$ cat src/rtl/ram_bus_arbiter.sv
// Two-master Wishbone arbiter (fetch m0, load/store m1) sharing one RAM bus; round-robin on ties,
// grant held for the whole cyc. Define RAM_ARB_TIMEOUT_EN to force-release grants stalled without ack.
module ram_bus_arbiter #(
    parameter int unsigned TIMEOUT_CYCLES = 255
) (
    input  logic        clk_i,
    input  logic        rst_i,
    input  logic        m0_cyc_i,
    input  logic        m0_stb_i,
    input  logic        m0_we_i,
    input  logic [3:0]  m0_sel_i,
    input  logic [31:0] m0_addr_i,
    input  logic [2:0]  m0_addr_tag_i,
    input  logic [31:0] m0_data_i,
    output logic        m0_ack_o,
    output logic [31:0] m0_data_o,
    output logic        m0_data_tag_o,
    input  logic        m1_cyc_i,
    input  logic        m1_stb_i,
    input  logic        m1_we_i,
    input  logic [3:0]  m1_sel_i,
    input  logic [31:0] m1_addr_i,
    input  logic [2:0]  m1_addr_tag_i,
    input  logic [31:0] m1_data_i,
    output logic        m1_ack_o,
    output logic [31:0] m1_data_o,
    output logic        m1_data_tag_o,
    output logic        s_cyc_o,
    output logic        s_stb_o,
    output logic        s_we_o,
    output logic [3:0]  s_sel_o,
    output logic [31:0] s_addr_o,
    output logic [2:0]  s_addr_tag_o,
    output logic [31:0] s_data_o,
    input  logic        s_ack_i,
    input  logic [31:0] s_data_i,
    input  logic        s_data_tag_i,
    output logic        timeout_o
);
    localparam logic [1:0] IDLE   = 2'd0;
    localparam logic [1:0] GRANT0 = 2'd1;
    localparam logic [1:0] GRANT1 = 2'd2;

    logic [1:0] state, state_nxt;
    logic       last_grant;
    logic       req0, req1, grant0, grant1, timeout_hit;

    assign req0   = m0_cyc_i & m0_stb_i;
    assign req1   = m1_cyc_i & m1_stb_i;
    assign grant0 = (state == GRANT0);
    assign grant1 = (state == GRANT1);

    if (TIMEOUT_CYCLES < 2 || TIMEOUT_CYCLES > 65535) begin : g_bad_timeout
        $error("ram_bus_arbiter: TIMEOUT_CYCLES must lie within 2..65535");
    end

`ifdef RAM_ARB_TIMEOUT_EN
    localparam logic [15:0] TIMEOUT_LIMIT = 16'(TIMEOUT_CYCLES);
    logic [15:0] wait_cnt;
    logic        owner_stb;

    assign owner_stb   = (grant0 & m0_stb_i) | (grant1 & m1_stb_i);
    assign timeout_hit = (grant0 | grant1) & (wait_cnt == TIMEOUT_LIMIT);

    // Counts strobed cycles of the owner that saw no ack; gaps in stb hold the count.
    always_ff @(posedge clk_i) begin
        if (rst_i)
            wait_cnt <= '0;
        else if (!(grant0 | grant1) || s_ack_i || timeout_hit)
            wait_cnt <= '0;
        else if (owner_stb)
            wait_cnt <= wait_cnt + 16'd1;
    end
`else
    assign timeout_hit = 1'b0;
`endif

    // On a tie the master that was not granted last wins (last_grant=1 means m0 goes first).
    always_comb begin
        state_nxt = state;
        case (state)
            IDLE: begin
                if (req0 && (!req1 || last_grant))
                    state_nxt = GRANT0;
                else if (req1)
                    state_nxt = GRANT1;
            end
            GRANT0: if (!m0_cyc_i || timeout_hit) state_nxt = IDLE;
            GRANT1: if (!m1_cyc_i || timeout_hit) state_nxt = IDLE;
            default: state_nxt = IDLE;
        endcase
    end

    always_ff @(posedge clk_i) begin
        if (rst_i) begin
            state      <= IDLE;
            last_grant <= 1'b1;
        end else begin
            state <= state_nxt;
            if (state == IDLE && state_nxt == GRANT0)
                last_grant <= 1'b0;
            else if (state == IDLE && state_nxt == GRANT1)
                last_grant <= 1'b1;
        end
    end

    always_comb begin
        s_cyc_o      = 1'b0;
        s_stb_o      = 1'b0;
        s_we_o       = 1'b0;
        s_sel_o      = '0;
        s_addr_o     = '0;
        s_addr_tag_o = '0;
        s_data_o     = '0;
        if (grant0) begin
            s_cyc_o      = m0_cyc_i & ~timeout_hit;
            s_stb_o      = m0_stb_i & ~timeout_hit;
            s_we_o       = m0_we_i;
            s_sel_o      = m0_sel_i;
            s_addr_o     = m0_addr_i;
            s_addr_tag_o = m0_addr_tag_i;
            s_data_o     = m0_data_i;
        end else if (grant1) begin
            s_cyc_o      = m1_cyc_i & ~timeout_hit;
            s_stb_o      = m1_stb_i & ~timeout_hit;
            s_we_o       = m1_we_i;
            s_sel_o      = m1_sel_i;
            s_addr_o     = m1_addr_i;
            s_addr_tag_o = m1_addr_tag_i;
            s_data_o     = m1_data_i;
        end
    end

    // Responses are suppressed while reset is asserted so an aborted transfer never sees an ack.
    always_comb begin
        m0_ack_o      = 1'b0;
        m0_data_o     = '0;
        m0_data_tag_o = 1'b0;
        m1_ack_o      = 1'b0;
        m1_data_o     = '0;
        m1_data_tag_o = 1'b0;
        if (grant0 && !rst_i) begin
            m0_ack_o      = s_ack_i | timeout_hit;
            m0_data_o     = timeout_hit ? 32'd0 : s_data_i;
            m0_data_tag_o = s_data_tag_i & ~timeout_hit;
        end else if (grant1 && !rst_i) begin
            m1_ack_o      = s_ack_i | timeout_hit;
            m1_data_o     = timeout_hit ? 32'd0 : s_data_i;
            m1_data_tag_o = s_data_tag_i & ~timeout_hit;
        end
    end

    assign timeout_o = timeout_hit;
endmodule

$ cat config.mk
export PLATFORM = sky130hd
export DESIGN_NAME = ram_bus_arbiter
export DESIGN_NICKNAME = d
export VERILOG_FILES = /design/src/rtl/ram_bus_arbiter.sv
export SDC_FILE = /design/constraint.sdc
export NUM_CORES = 1
export LEC_CHECK = 0
export CORE_AREA = 2 2 128 130
export DETAILED_ROUTE_END_ITERATION = 8
export DIE_AREA = 0 0 130 132
export GPL_TIMING_DRIVEN = 0
export PLACE_DENSITY = 0.44
export SYNTH_ARGS = -nofsm -noshare
export SYNTH_HDL_FRONTEND = slang
export SYNTH_SLANG_ARGS = --single-unit
$ cat constraint.sdc
create_clock -name clk_i -period 2.8 [get_ports clk_i]
set_input_delay 0.56 -clock clk_i [delete_from_list [all_inputs] [get_ports clk_i]]
set_output_delay 0.56 -clock clk_i [all_outputs]
set_load 0.01 [all_outputs]
Word-level counts from Yosys, hierarchy flattened
Index checks and enable logic that the tools add are counted.
{"block": "word_totals", "ff_bits": 3, "latchBits": 0, "mem_bits_rw": 0, "rom_bits": 0, "wordCells": 48, "mem_count": 0}
{"block": "classes", "add_sub_neg": 0, "mul": 0, "div": 0, "magnitude_cmp": 0, "eq_ne": 4, "shifts": 0, "muxes": 30, "bitwise_logic": 2, "reduce_logical": 10}
{"op": "32-bit 2-to-1 mux", "count": 7}
{"op": "1-bit 2-to-1 mux", "count": 14}
{"op": "2-bit 2-to-1 mux", "count": 4}
{"op": "4-bit 2-to-1 mux", "count": 2}
{"op": "3-bit 2-to-1 mux", "count": 2}
{"op": "2-bit case mux with 3 select lines", "count": 1}
{"op": "1-bit logical AND", "count": 5}
{"op": "2-bit by 1-bit == test with 1-bit output, second input constant", "count": 2}
{"op": "2-bit == test, second input constant", "count": 2}
{"op": "1-bit AND", "count": 2}
{"op": "1-bit logical NOT", "count": 2}
{"op": "2-bit logical NOT", "count": 1}
{"op": "2-bit nonzero test", "count": 1}
{"op": "1-bit logical OR", "count": 1}

Depth between registers and ports, before layout
{"block": "depth", "ltp_word": 10, "mapped_depth": 4}

Worst setup path before layout
Ideal clock, no wire load.
{"block": "synth_timing", "path_kind": "input-to-output", "start": "input port rst_i", "end": "output port m1_data_o[10]", "arrival_ps": 1191, "t_required_ps": 2240, "slack_ps": 1049, "stages": 3, "n_path_buf": 1, "path_cell_list": "nor3b_2 -> clkbuf_2 -> and2_1"}
{"block": "synth_via", "elab_chain_len": 4, "elab_cells_between_ends": 5}
{"element": "start: declaration", "line_no": "7", "text": "input logic rst_i,"}
{"element": "1-bit logical NOT (*)", "line_no": "142, 146"}
{"element": "1-bit logical AND", "line_no": "146", "text": "end else if (grant1 && !rst_i) begin"}
{"element": "32-bit 2-to-1 mux", "line_no": "146"}
{"element": "32-bit 2-to-1 mux (*)", "line_no": "142", "text": "if (grant0 && !rst_i) begin"}
{"element": "end: declaration", "line_no": "26", "text": "output logic [31:0] m1_data_o,"}
Every way passes the cells marked *; elsewhere a longest branch is shown, timed or not.

Final worst setup path
{"block": "layout_timing", "start": "input port rst_i", "end": "output port m0_data_o[16]"}
{"block": "layout_via", "elab_chain_len": 3}
{"element": "1-bit logical NOT", "line_no": "142"}
{"element": "1-bit logical AND", "line_no": "142"}
{"element": "32-bit 2-to-1 mux", "line_no": "142"}
{"element": "end: declaration", "line_no": "16", "text": "output logic [31:0] m0_data_o,"}
Every way passes these cells.

==> Flow_metrics.wiki <==
{| class="wikitable"
! Metric !! Value
|-
| Outcome || complete, no violations
|-
| Number of buffers added on ports || ~330
|-
| Layout-stage area growth over the synthesis result || 265%
|-
| Endpoint required time on the critical path || roughly 2.2 ns
|-
| Post-CTS clock slew at the launch and capture registers of the worst setup and hold paths || 0.03 ns
|-
| Most frequent cell after synthesis || a22o_1
|-
| Number of cells after detailed placement || between 700 and 800
|-
| GRT overflow || 0
|-
| Cell at the root of the clock tree || clkbuf_16
|-
| Post-synthesis area per instance || roughly 7.5 µm²
|-
| Peak clock frequency supported by timing || 0.369 GHz
|-
| Sink Count || 3
|-
| Total setup violations reported at the end of the flow || 0
|-
| Category of the most critical setup path || in -> out
|-
| Leading cell types by total area after synthesis || a22o_1, and2_1, buf_2
|-
| Launching point of the worst reg2reg path || state[1]
|-
| Layout net count || 701
|-
| Clock H-tree levels || 1
|-
| Site Rows || 46
|-
| Final routed DRC violation total || 0
|-
| Core area || about 0.016 mm²
|-
| Pin count of the biggest net entering global routing || 11
|-
| Sequence of cells on the critical path || dlygate4sd2_1 > nor3b_4 > buf_2 > and2_1 > clkdlybuf4s50_1
|-
| Top cells by instance count after synthesis || a22o_1, and2_1, buf_2
|-
| Worst setup EP type || output pin
|-
| Number of vias per cell after detailed routing || roughly 3.8
|-
| First-pass DRT Iterations || 4
|-
| DIE AREA || ~0.017 mm²
|-
| Post-synth ARST share || 0
|-
| Number of enable-type register cells in the synthesized netlist || 0
|-
| Multi-input logic area || about 0.0012 mm²
|-
| Post-synthesis instance area || approximately 0.0014 mm²
|-
| Worst-skew pair later-pin latency || between 0.2 and 0.25 ns
|-
| Number of DRC markers after the initial detailed-route iteration || 51
|-
| TritonCTS clock tree || done
|-
| Largest stage delay, worst path || ~0.54 ns
|-
| Clock tree buffer depth || 2
|-
| TNS Setup || 0 ns
|-
| Starting Density || 0.0876
|-
| Inserted Clock Buffers || 3
|-
| Floorplan die height || 132 µm
|-
| Antenna violations before repair || 0
|-
| Worst-path fanout max || 10
|-
| Sequential share of the synthesized area || 0.0436
|-
| Number of global-route vias before repair || 2910
|-
| Number of buffers and inverters on the critical path || 3
|-
| Worst path arrival time || 2.15 ns
|-
| Final period util || 0.967
|-
| Count of cells along the worst hold path || 2
|-
| Ports || 327
|-
| Max Slew Vio Count || 0
|-
| Fillcell total || 1646
|-
| HP Start || last_grant
|-
| Number of hold buffers added after cts || 0
|-
| Non-filler instance count after layout || 732
|-
| Reg2Reg Setup Slack || about 1.9 ns
|-
| Kind of start point of the critical path || primary input
|-
| Final hold violation count || 0
|-
| Horizontal extent of the die || around 130 µm
|-
| Storage cell area || around 63 µm²
|-
| Slowest-stage cell, CP || clkdlybuf4s50_1
|-
| PwrDens || about 180 mW/mm²
|-
| DRT Wirelength || 11.1 mm
|-
| Cell count of the worst reg-to-reg path || 2
|-
| IR Drop Worst-Case VDD || between 150 and 200 µV
|-
| Static leakage || 1.91 nW
|-
| Count of different cell masters after synthesis || 17
|-
| # diodes || 0
|-
| Top cell type by total area after synthesis || a22o_1
|-
| Gate count after technology mapping || around 180
|-
| Fraction of synthesized cell area taken by the top area cell type || 0.471
|-
| Gp weighted congestion || roughly 0.84
|-
| Final clock skew || approximately 0.00068 ns
|-
| Number of antenna-violating nets in the routed design || 0
|-
| Final critical delay including setup and external delays || roughly 2.7 ns
|-
| Routed WL per cell || approximately 15 µm
|-
| Class of the tightest hold or removal check || reg -> reg
|-
| Wire length of the first global-routing pass || between 15 and 20 mm
|-
| Overall track demand over capacity in global routing || 0.117
|-
| Overall via count from detail_route || between 2000 and 3000
|-
| Most instantiated flip-flop cell in the synthesis netlist || dfxtp_1
|-
| Endpoint of the most critical register-to-register path || state[0]
|-
| Post-detail-place hpwl || a little under 10 mm
|-
| Crit-path leading delay family || buffers and inverters
|-
| Count of warnings emitted by yosys || 0
|-
| Number of nets in the synthesized netlist || ~370
|-
| Total of flip-flops plus latches after synthesis || 3
|-
| Ratio of cells with drive above 1 in the final layout || 0.0620
|-
| End point of the most critical hold path || last_grant
|-
| Max-cap violation count || 0
|}
==> per-stage QoR <==
stage	instance area [µm²]	worst slack, ns	hold WS (ns)	total power (W)	utilization
detailed placement	4900	-0.367	0.541	0.000654	0.312
finish	5030	0.0913	0.546	0.000881	0.320
global placement	4900	-0.337	0.528	0.000652	0.312
floorplan	1380	1.05	0.503	0.000208	-
global route	5030	-0.000443	0.599	0.000930	0.320
CTS	5010	0.00140	0.552	0.000890	0.319
==> metal layers <==
layer	vias to the layer above	track usage	share of wire
met3	15	0.0349	0.10
li1	1365	-	-
met2	188	0.230	0.53
met1	1248	0.120	0.35
met4	0	0.0227	0.015
met5	-	0	0
==> worst max-delay path by stage <==
stage          cells past startpoint  slack, ns            end  startpoint
2_1_floorplan                      3       1.05  m1_data_o[10]       rst_i
3_3_place_gp                       5      -0.34  m1_data_o[12]       rst_i
3_5_place_dp                       5      -0.37  m1_data_o[27]       rst_i
4_1_cts                            5      0.001  m1_data_o[12]       rst_i
5_1_grt                            5    -0.0004  m0_data_o[16]       rst_i
6_report                           5       0.09  m0_data_o[16]       rst_i
==> registers in the layout, summed over array words and instances, names as in the netlist <==
register	flops
state	2
last_grant	1
==> layout make-up <==
type                       instances  area share
clock buffer                       4      0.0157
sequential                         3      0.0124
tap                              216      0.0538
timing repair buffer             328       0.651
buffer                            23      0.0261
multi-input combinational        158       0.241
==> logic make-up (layout without fill, tap and decap cells) <==
| logic type | Yosys count | count (layout) | share of synthesized area |
|---|---|---|---|
| AO/OA/AOI/OAI | 76 | 76 | 0.485 |
| AND/OR/NAND/NOR | 81 | 81 | 0.382 |
| buffers and inverters | 23 | 355 | 0.0864 |
| flip-flops | 3 | 3 | 0.0436 |
| other | 1 | 1 | 0.00272 |
==> power breakdown <==
group          internal [W]  switching (W)  leakage [nW]
clock              0.000188      0.0000386        0.0382
combinational      0.000417       0.000186          1.84
sequential        0.0000461     0.00000488        0.0255
total              0.000651       0.000230          1.91
==> tightest hold or removal path, delay by kind of cell (launching register included) <==
| family | cells | cell delay (ns) |
|---|---|---|
| AO/OA/AOI/OAI | 1 | 0.06 |
| flip-flops | 1 | 0.32 |
| AND/OR/NAND/NOR | 1 | 0.11 |
==> cell usage in the layout, fill, tap and decap left out <==
| cell type | count |
|---|---|
| a22o_1 | 74 |
| a32oi_1 | 1 |
| and2_1 | 69 |
| buf_2 | 15 |
| buf_4 | 8 |
| clkbuf_1 | 2 |
| clkbuf_16 | 3 |
| clkbuf_4 | 2 |
| clkdlybuf4s50_1 | 324 |
| conb_1 | 1 |
| dfxtp_1 | 1 |
| dfxtp_2 | 2 |
| dlygate4sd2_1 | 1 |
| nand4b_1 | 1 |
| nand4bb_1 | 1 |
| nor2_1 | 3 |
| nor2b_1 | 3 |
| nor3b_4 | 2 |
| nor4b_1 | 1 |
| nor4bb_1 | 1 |
| o2111a_1 | 1 |
==> repair_timing <==
item	4_1_cts	5_1_grt
gates resized for setup	6	8
endpoints found under the setup margin	68	55
pin swaps	2	2
setup buffers	2	1
(Power assumes the default switching activity.)
